[config.mk]
export PLATFORM = sky130hd
export DESIGN_NAME = johnson_seq_sched
export DESIGN_NICKNAME = d
export VERILOG_FILES = /design/src/rtl/johnson_pkg.sv /design/src/rtl/johnson_seq_sched_ring.sv /design/src/rtl/johnson_seq_sched.sv
export SDC_FILE = /design/constraint.sdc
export NUM_CORES = 1
export LEC_CHECK = 0
export CAP_MARGIN = 40
export CELL_PAD_IN_SITES_DETAIL_PLACEMENT = 1
export CELL_PAD_IN_SITES_GLOBAL_PLACEMENT = 1
export CORE_MARGIN = 1.5
export CORE_UTILIZATION = 42
export CTS_BUF_LIST = sky130_fd_sc_hd__clkbuf_8
export DETAILED_ROUTE_END_ITERATION = 12
export PLACE_DENSITY_LB_ADDON = 0.1
export SYNTH_ARGS = -nofsm -noshare
export SYNTH_HDL_FRONTEND = slang
export SYNTH_HIERARCHICAL = 1
export SYNTH_SLANG_ARGS = --single-unit
[constraint.sdc]
create_clock -name clk -period 9.8 [get_ports clk]
set_input_delay 0.98 -clock clk [delete_from_list [all_inputs] [get_ports clk]]
set_output_delay 0.98 -clock clk [all_outputs]
set_load 0.01 [all_outputs]
[src/rtl/johnson_pkg.sv]
// Shared types and helpers for the scheduled Johnson phase generator.
// FSM state encoding plus the round-robin grant selector.
package johnson_pkg;

  localparam int MAX_NREQ = 32;
  localparam int MAX_IDX_W = 5;

  typedef logic [1:0] state_t;

  localparam state_t ST_IDLE = 2'd0;
  localparam state_t ST_LOAD = 2'd1;
  localparam state_t ST_RUN  = 2'd2;
  localparam state_t ST_DONE = 2'd3;

  // One-hot grant for the first asserted request strictly after ptr, wrapping at nreq.
  function automatic logic [MAX_NREQ-1:0] rr_select(input logic [MAX_NREQ-1:0] req,
                                                    input int nreq,
                                                    input int ptr);
    logic [MAX_NREQ-1:0] sel;
    int idx;
    sel = '0;
    for (int k = 1; k <= MAX_NREQ; k++) begin
      if (k <= nreq) begin
        idx = ptr + k;
        if (idx >= nreq) idx = idx - nreq;
        if (sel == '0 && req[idx[MAX_IDX_W-1:0]]) sel[idx[MAX_IDX_W-1:0]] = 1'b1;
      end
    end
    return sel;
  endfunction

  function automatic int onehot_idx(input logic [MAX_NREQ-1:0] oh);
    int r;
    r = 0;
    for (int k = 0; k < MAX_NREQ; k++) begin
      if (oh[k]) r = k;
    end
    return r;
  endfunction

endpackage

[src/rtl/johnson_seq_sched_ring.sv]
// Johnson shift ring with synchronous preset; preset wins over shift.
module johnson_ring
  import johnson_pkg::*;
#(
  parameter int WIDTH = 4
) (
  input  logic             clk,
  input  logic             clear,
  input  logic             load,
  input  logic [WIDTH-1:0] load_val,
  input  logic             shift_en,
  output logic [WIDTH-1:0] count
);

  always_ff @(posedge clk or negedge clear) begin
    if (!clear) begin
      count <= '0;
    end else if (load) begin
      count <= load_val;
    end else if (shift_en) begin
      count <= {~count[0], count[WIDTH-1:1]};
    end
  end

endmodule

[src/rtl/johnson_seq_sched.sv]
// Round-robin scheduler that lends one Johnson ring to NREQ requesters
// for a preset pattern plus a bounded number of shifts.
module johnson_seq_sched
  import johnson_pkg::*;
#(
  parameter int WIDTH = 4,
  parameter int NREQ  = 4,
  parameter int LEN_W = 5
) (
  input  logic                  clk,
  input  logic                  clear,
  input  logic [NREQ-1:0]       req,
  input  logic [NREQ*WIDTH-1:0] req_pattern,
  input  logic [NREQ*LEN_W-1:0] req_len,
  input  logic                  abort,
  output logic [NREQ-1:0]       gnt,
  output logic                  busy,
  output logic [WIDTH-1:0]      count,
  output logic                  count_valid,
  output logic                  done,
  output logic                  done_aborted
);

  localparam int IDX_W = $clog2(NREQ);

  state_t              state;
  logic [NREQ-1:0]     gnt_q;
  logic [IDX_W-1:0]    ptr;
  logic [IDX_W-1:0]    gidx;
  logic [LEN_W-1:0]    rem;
  logic [LEN_W-1:0]    len_q;
  logic [WIDTH-1:0]    pat_q;
  logic                aborted_q;

  logic [MAX_NREQ-1:0] req_ext;
  logic [MAX_NREQ-1:0] sel_oh;
  logic [IDX_W-1:0]    sel_idx;
  logic                ring_load;
  logic                ring_shift;

  always_comb begin
    req_ext           = '0;
    req_ext[NREQ-1:0] = req;
    sel_oh            = rr_select(req_ext, NREQ, int'(ptr));
    sel_idx           = IDX_W'(onehot_idx(sel_oh));
  end

  always_ff @(posedge clk or negedge clear) begin
    if (!clear) begin
      state     <= ST_IDLE;
      gnt_q     <= '0;
      ptr       <= IDX_W'(NREQ - 1);
      gidx      <= '0;
      rem       <= '0;
      aborted_q <= 1'b0;
    end else begin
      case (state)
        ST_IDLE: begin
          if (|req) begin
            gnt_q <= sel_oh[NREQ-1:0];
            gidx  <= sel_idx;
            state <= ST_LOAD;
          end
        end
        ST_LOAD: begin
          if (abort) begin
            aborted_q <= 1'b1;
            state     <= ST_DONE;
          end else begin
            rem   <= len_q;
            state <= (len_q != '0) ? ST_RUN : ST_DONE;
          end
        end
        ST_RUN: begin
          if (abort) begin
            aborted_q <= 1'b1;
            state     <= ST_DONE;
          end else begin
            rem <= rem - LEN_W'(1);
            if (rem == LEN_W'(1)) state <= ST_DONE;
          end
        end
        ST_DONE: begin
          gnt_q     <= '0;
          ptr       <= gidx;
          aborted_q <= 1'b0;
          state     <= ST_IDLE;
        end
        default: state <= ST_IDLE;
      endcase
    end
  end

  // Run parameters are captured with the grant so later req-side changes cannot disturb the run.
  always_ff @(posedge clk) begin
    if (state == ST_IDLE && |req) begin
      pat_q <= req_pattern[sel_idx*WIDTH +: WIDTH];
      len_q <= req_len[sel_idx*LEN_W +: LEN_W];
    end
  end

  assign ring_load  = (state == ST_LOAD) && !abort;
  assign ring_shift = (state == ST_RUN) && !abort;

  johnson_ring #(
    .WIDTH(WIDTH)
  ) u_ring (
    .clk     (clk),
    .clear   (clear),
    .load    (ring_load),
    .load_val(pat_q),
    .shift_en(ring_shift),
    .count   (count)
  );

  assign gnt          = gnt_q;
  assign busy         = (state != ST_IDLE);
  assign count_valid  = (state == ST_RUN) || (state == ST_DONE);
  assign done         = (state == ST_DONE);
  assign done_aborted = (state == ST_DONE) && aborted_q;

endmodule

==> summary.md, run 1 <==
| Metric | Value |
|---|---|
| Setup TNS | 0 ns |
| Crit path max-delay family | compound AO/OA/AOI/OAI gates |
| Worst-Skew Late Latency | 0.29 ns |
| Final WL | 6.673 mm |
| DRT Pass-1 Iters | 4 |
| Post-synth EDFFs | 9 |
| Final setup violation count | 0 |
| WS Path Type | reg -> reg |
| Clock sink count | 29 |
| Async set-reset flop share out of synthesis | 68.97% |
| Measured slew at the worst slew-check pin | 0.9253 ns |
| Max Cap Violations | 0 |
| Maximum clock frequency | 0.2193 GHz |
| Skew final | 0.01180 ns |
| Area grow syn2layout | 30.40% |
| Crit-path max FO | 21 |
| Vias in the first global route | 2,183 |
| Tcrit/Tclk final | 46.53% |
| Most common cell after layout, fill and taps aside | clkdlybuf4s50_1 |
| Die X | 77.02 um |
| First-pass GRT wire length | 10.81 mm |
| Vias per std cell | 5.728 |
| Worst-path cell chain | inv_1, ha_1, mux2_1, and3_1, o21ai_1, nand2_1, nand4_1, o311a_1, and2_1, a221oi_1 |
| Met3 usage | 4.405% |
| Layout cells sized above 1 | 9.635% |
| Mapped Nets | 306 |
| Die area | 0.005931 mm2 |
| CP Capture Type | register |
| Clock slew at reported path FFs | 0.07 ns |
| Clk buf depth | 2 |
| RSZ-0062 raised after global routing | no |
| Cts bufs inserted | 5 |
| Hold WC Path Type | reg -> reg |
| Cell area after layout | 0.003000 mm2 |
| Maximum vdd drop | 0.0004721 V |
| Leak Pwr | 0.001162 uW |
| GRT met1 Usage | 28.58% |
| Global route total overflow | 0 |
| Core area | 0.005205 mm2 |
| Mapped cell area | 0.002301 mm2 |
| Worst setup margin | 5.240 ns |
| Htree depth | 2 |
| Synth warn | 6 |
| Initial Util | 44.21% |
| Routed len/inst | 17.99 um |
| Layout Nets | 358 |
| Yosys cell types | 53 |
| Diodes inserted | 0 |
| Tmin final | 4.560 ns |
| Most Crowded Layer GR | met2 |
| Placement Setup Slack | 5.177 ns |
| Post-cts resize count | 0 |
| Ports | 55 |
| Drt drc | 0 |
| Crit-path max cell delay | 0.79 ns |
| Req. time, crit path | 9.79 ns |
| Pwr dens | 404.8 mW/mm2 |
| CTS tree | yes |
| Critical Path AT | 4.55 ns |
| Core Rows | 26 |
| M2 GR Usage | 39.65% |
| Seq/Total Area, Yosys | 33.61% |
| Initial antenna violation count | 0 |
| Largest net degree at the start of global routing | 22 |
| Gp weighted congestion | 0.8269 |
| Max Transition Viols Final | 0 |
| Endpoints failing hold | 0 |
| Vert. Die Dim | 77.02 um |
| Post-route ant nets | 0 |
| Hold buffers post-CTS | 0 |
| Tot GR Track Use | 23.03% |
| Commonest cells after routing, fill and taps aside | clkdlybuf4s50_1 (54), nor2_1 (32), nand2_1 (19), dfrtp_1 (18) |
| Buf+Inv Stages, Crit Path | 1 |
| Area post-placement | 0.002894 mm2 |
| Post-Syn Instances | 248 |
| Outcome | completed |
| Yosys reg bits | 29 |
| Post-synth top flop | dfrtp_1 |
| Crit-path slowest cell | o311a_1 |
| Startpoint Class | register |
| Starting DRT DRC Count | 74 |
| Post-CTS Setup Repair Bufs | 0 |
| Max-slew headroom | 38.08% |
| Synthesized area per cell | 9.278 um2 |
| Root Buffer | clkbuf_8 |
| DP HPWL | 4.973 mm |
| Vias | 2,125 |
| Count of input and output buffers | 54 |
## cell families after synthesis
family / Yosys count / synth area share [%]
flip-flops: 29 / 33.61
AND/OR/NAND/NOR: 84 / 17.29
AO/OA/AOI/OAI: 73 / 25.40
buffers and inverters: 26 / 5.111
multiplexers: 21 / 10.44
adder cells (fa/ha/maj): 15 / 8.157
## worst register-to-register path, cell delays in order, from the launching register on
cell	delay [ns]
dfstp_2	0.71
inv_1	0.20
ha_1	0.45
mux2_1	0.36
and3_1	0.21
o21ai_1	0.44
nand2_1	0.19
nand4_1	0.15
o311a_1	0.79
and2_1	0.58
a221oi_1	0.18
## stage by stage
stage / utilization, % / hold WS (ns) / instances / power (uW)
after floorplan: - / 0.4260 / 248 / 875.5
after global placement: 55.31 / 0.4418 / 362 / 1056
after detailed placement: 55.60 / 0.4594 / 363 / 1082
after CTS: 57.64 / 0.4661 / 371 / 1214
after global routing: 57.64 / 0.4982 / 371 / 1304
final: 57.64 / 0.4573 / 371 / 1215
## registers in the layout, indices dropped and copies added, names as in the netlist
name	cells
u_ring/count	4
gidx	2
aborted_q	1
gnt	4
len_q	5
pat_q	4
rem	5
state	2
ptr	2
## routing by layer
layer | vias up | wire [um]
li1 | 1027 | -
met5 | - | 0
met4 | 0 | 125
met3 | 13 | 219
met2 | 45 | 3318
met1 | 1040 | 3009
## worst paths after layout
kind	from	to	slack, ns	cells past startpoint
worst min register to register	pat_q[0]	u_ring/count[0]	0.46	2
worst max-delay path	ptr[0]	len_q[0]	5.24	10
max in group asynchronous	clear	rem[0]	8.28	2
worst max register to register	ptr[0]	len_q[0]	5.24	10
worst min-delay path	pat_q[0]	u_ring/count[0]	0.46	2
min in group asynchronous	clear	aborted_q	1.05	1
## final cells by class
type / instances / area [um2]
multi-input combinational: 193 / 1410
clock inverter: 3 / 37.54
clock buffer: 5 / 68.82
fill: 623 / 2205
sequential: 29 / 773.2
tap: 70 / 87.58
inverter: 14 / 52.55
timing repair buffer: 57 / 570.5
## power breakdown
part,internal (uW),switching (uW)
sequential,217,58.0
combinational,350,469
clock,73.9,46.8
total,641,573
## cell usage after synthesis, drive strengths merged (3+ instances only)
master	instances	area [um2]
a22oi	5	37.54
a21oi	10	50.05
a221oi	9	128.9
nor2b	3	18.77
o22ai	5	31.28
nor2	32	120.1
or2	6	37.54
edfxtp	9	270.3
clkbuf	6	22.52
mux2	4	45.04
inv	14	52.55
dfrtp	18	450.4
and2	6	40.04
nand3	6	30.03
nand2	19	71.32
buf	6	42.54
ha	15	187.7
a32oi	3	26.28
o31ai	5	56.30
mux2i	15	150.1
o21ai	15	75.07
a31oi	4	25.02
Power figures use the tool's default switching activity.
==> run 2, diff against run 1 <==
CORE_UTILIZATION = 39   (was 42)
clock period = 4.4 ns   (was 9.8 ns; I/O delays follow)
==> run 2 against run 1 <==
- clock skew shrank 0.0045 ns
- clock power grew 91%
- via count grew 0.56%
- hold slack gained 0.035 ns
==> summary.md, run 2 (same netlist as run 1, synthesis figures left out) <==
| Metric | Value |
|---|---|
| Top Layer Used | met4 |
| End of the critical path | len_q[4] |
| Final setup violation count | 0 (unchanged) |
| R2R cell count | 11 (+1) |
| Initial Util | 41.03% (-3.2 points) |
| Cts bufs inserted | 5 (unchanged) |
| Worst R2R End | len_q[4] |
| Met1 Wirelength | 2.997 mm (-0.40%) |
| Register-to-register setup slack | 0.44 ns (-4.80 ns) |
| Core Rows | 27 (+3.8%) |
| Cell-internal power | 1414 uW (+120%) |
| Largest net degree at the start of global routing | 21 (-4.5%) |
| Area post-placement | 0.002919 mm2 (+0.86%) |
| CP Capture Type | register |
| Most common cell after layout, fill and taps aside | clkdlybuf4s50_1 |
| Die area | 0.006370 mm2 (+7.4%) |
| DRT Pass-1 Iters | 4 (unchanged) |
| Endpoints failing hold | 0 (unchanged) |
| Req. time, crit path | 4.40 ns (-5.39 ns) |
| Worst-Skew Late Latency | 0.28 ns (about the same) |
| Maximum clock frequency | 0.2524 GHz (+15%) |
| Leak Pwr | 0.001174 uW (+0.99%) |
| Skew final | 0.007305 ns (-0.004498 ns) |
| Reg power frac | 23.1% (+0.5 points) |
| Clock share of power | 8.6% (-1.3 points) |
| Met2 wire len | 3.184 mm (-4.0%) |
| Root Buffer | clkbuf_8 |
| Worst setup margin | 0.4378 ns (-4.803 ns) |
| Clock sink count | 29 (unchanged) |
| Clk buf depth | 2 (unchanged) |
| RSZ-0062 raised after global routing | no |
| Ports | 55 (unchanged) |
| Count of input and output buffers | 54 (unchanged) |
| Core area | 0.005608 mm2 (+7.7%) |
| Hold WC Path Type | reg -> reg |
| Max-slew headroom | 53.18% (+15 points) |
| Hold buffers post-CTS | 0 (unchanged) |
| Clock slew at reported path FFs | 0.07 ns (about the same) |
| Combinational power share | 68.3% (+0.9 points) |
| First-pass GRT wire length | 10.76 mm (-0.44%) |
| Layout cells sized above 1 | 10.53% (+0.89 points) |
| Vias in the first global route | 2,168 (-0.69%) |
| NetSw | 1256 uW (+120%) |
| Setup TNS | 0 ns (unchanged) |
| DP HPWL | 4.999 mm (+0.52%) |
| Global route total overflow | 0 (unchanged) |
| Cell area after layout | 0.003009 mm2 (+0.29%) |
| Htree depth | 2 (unchanged) |
| Startpoint Class | register |
| Drt drc | 0 (unchanged) |
| Layout Nets | 361 (+0.84%) |
| CTS tree | yes |
| Sw Share | 47.04% (-0.17 points) |
| Maximum vdd drop | 0.0007216 V (+53%) |
| Die X | 79.81 um (+3.6%) |
| Vert. Die Dim | 79.81 um (+3.6%) |
| Max Cap Violations | 0 (unchanged) |
| Tmin final | 3.962 ns (-0.5975 ns) |
| Initial antenna violation count | 0 (unchanged) |
| Final WL | 6.432 mm (-3.6%) |
| Routed len/inst | 17.11 um (-4.9%) |
| Met3 Wirelength | 179 um (-18%) |
| Tot Pwr | 2670 uW (+120%) |
| RR Startpoint | ptr[0] |
| Area grow syn2layout | 30.78% |
| WS Path Type | reg -> reg |
| Starting DRT DRC Count | 92 (+24%) |
| Pwr dens | 887.4 mW/mm2 (+120%) |
| CP startpoint | ptr[0] |
| Critical Path AT | 3.97 ns (-0.58 ns) |
| Vias | 2,137 (+0.56%) |
| Diodes inserted | 0 (unchanged) |
| Outcome | completed |
| Crit-path max FO | 13 (-38%) |
| Post-cts resize count | 0 (unchanged) |
| Vias per std cell | 5.684 (-0.77%) |
| Tot GR Track Use | 21.66% (-1.4 points) |
| Tcrit/Tclk final | 90.05% (+44 points) |
| Final Util | 53.66% (-4.0 points) |
| Commonest cells after routing, fill and taps aside | clkdlybuf4s50_1 (54), nor2_1 (32), nand2_1 (19), dfrtp_1 (18), inv_1 (16) |
| Max Transition Viols Final | 0 (unchanged) |
| Fill count | 683 (+9.6%) |
| Measured slew at the worst slew-check pin | 0.7008 ns (-0.2245 ns) |
| Gp weighted congestion | 0.9307 (+13%) |
| Placement Setup Slack | 0.4557 ns (-4.722 ns) |
| Largest regs | len_q: 5 flops, rem: 5 flops |
| Post-route ant nets | 0 (unchanged) |
| Post-CTS Setup Repair Bufs | 0 (unchanged) |
[run 2: final cells by class]
cell class / count / area [um2] / share of cell area [%]
inverters: 14 / 52.55 / 1.746
flip-flops and latches: 29 / 773.2 / 25.70
clock inverters: 2 / 7.507 / 0.2495
repair buffers: 60 / 593.1 / 19.71
multi-input cells: 193 / 1410 / 46.86
well taps: 72 / 90.09 / 2.994
clock buffers: 6 / 82.58 / 2.744
[run 2: worst min-delay path by stage]
stage,from,slack (ns),cells past startpoint,endpoint
after global placement,pat_q[2],0.46,2,u_ring/count[2]
after detailed placement,pat_q[2],0.48,2,u_ring/count[2]
after global routing,pat_q[3],0.52,2,u_ring/count[3]
after CTS,pat_q[2],0.50,2,u_ring/count[2]
final,pat_q[2],0.49,2,u_ring/count[2]
after floorplan,clear,0.14,0,aborted_q
[run 2: metrics by stage]
step           cells  hold WS (ns)
2_1_floorplan    248        0.1444
3_3_place_gp     366        0.4629
3_5_place_dp     368        0.4778
4_1_cts          376        0.4997
5_1_grt          376        0.5193
6_report         376        0.4920
[run 2: routing by layer]
metal / GRT usage, % / vias to the layer above
li1: - / 1036
met1: 29.18 / 1052
met2: 36.53 / 45
met3: 2.629 / 4
met4: 5.690 / 0
met5: 0 / -
[run 2: power groups by stage]
stage	combinational (uW)	clock [uW]	sequential, uW
after global routing	2020	247	635
final	1820	231	617
after CTS	1830	233	617
after detailed placement	1820	0	622
after global placement	1780	0	614
after floorplan	1370	0	580
[run 2: critical path, cell delays in order, from the launching register on]
cell	delay (ns)
dfstp_2	0.71
inv_1	0.18
ha_1	0.43
mux2_1	0.35
and3_1	0.20
or2_0	0.33
a221o_1	0.41
a31o_1	0.23
o31ai_4	0.21
buf_4	0.25
mux2i_1	0.29
a221oi_2	0.10
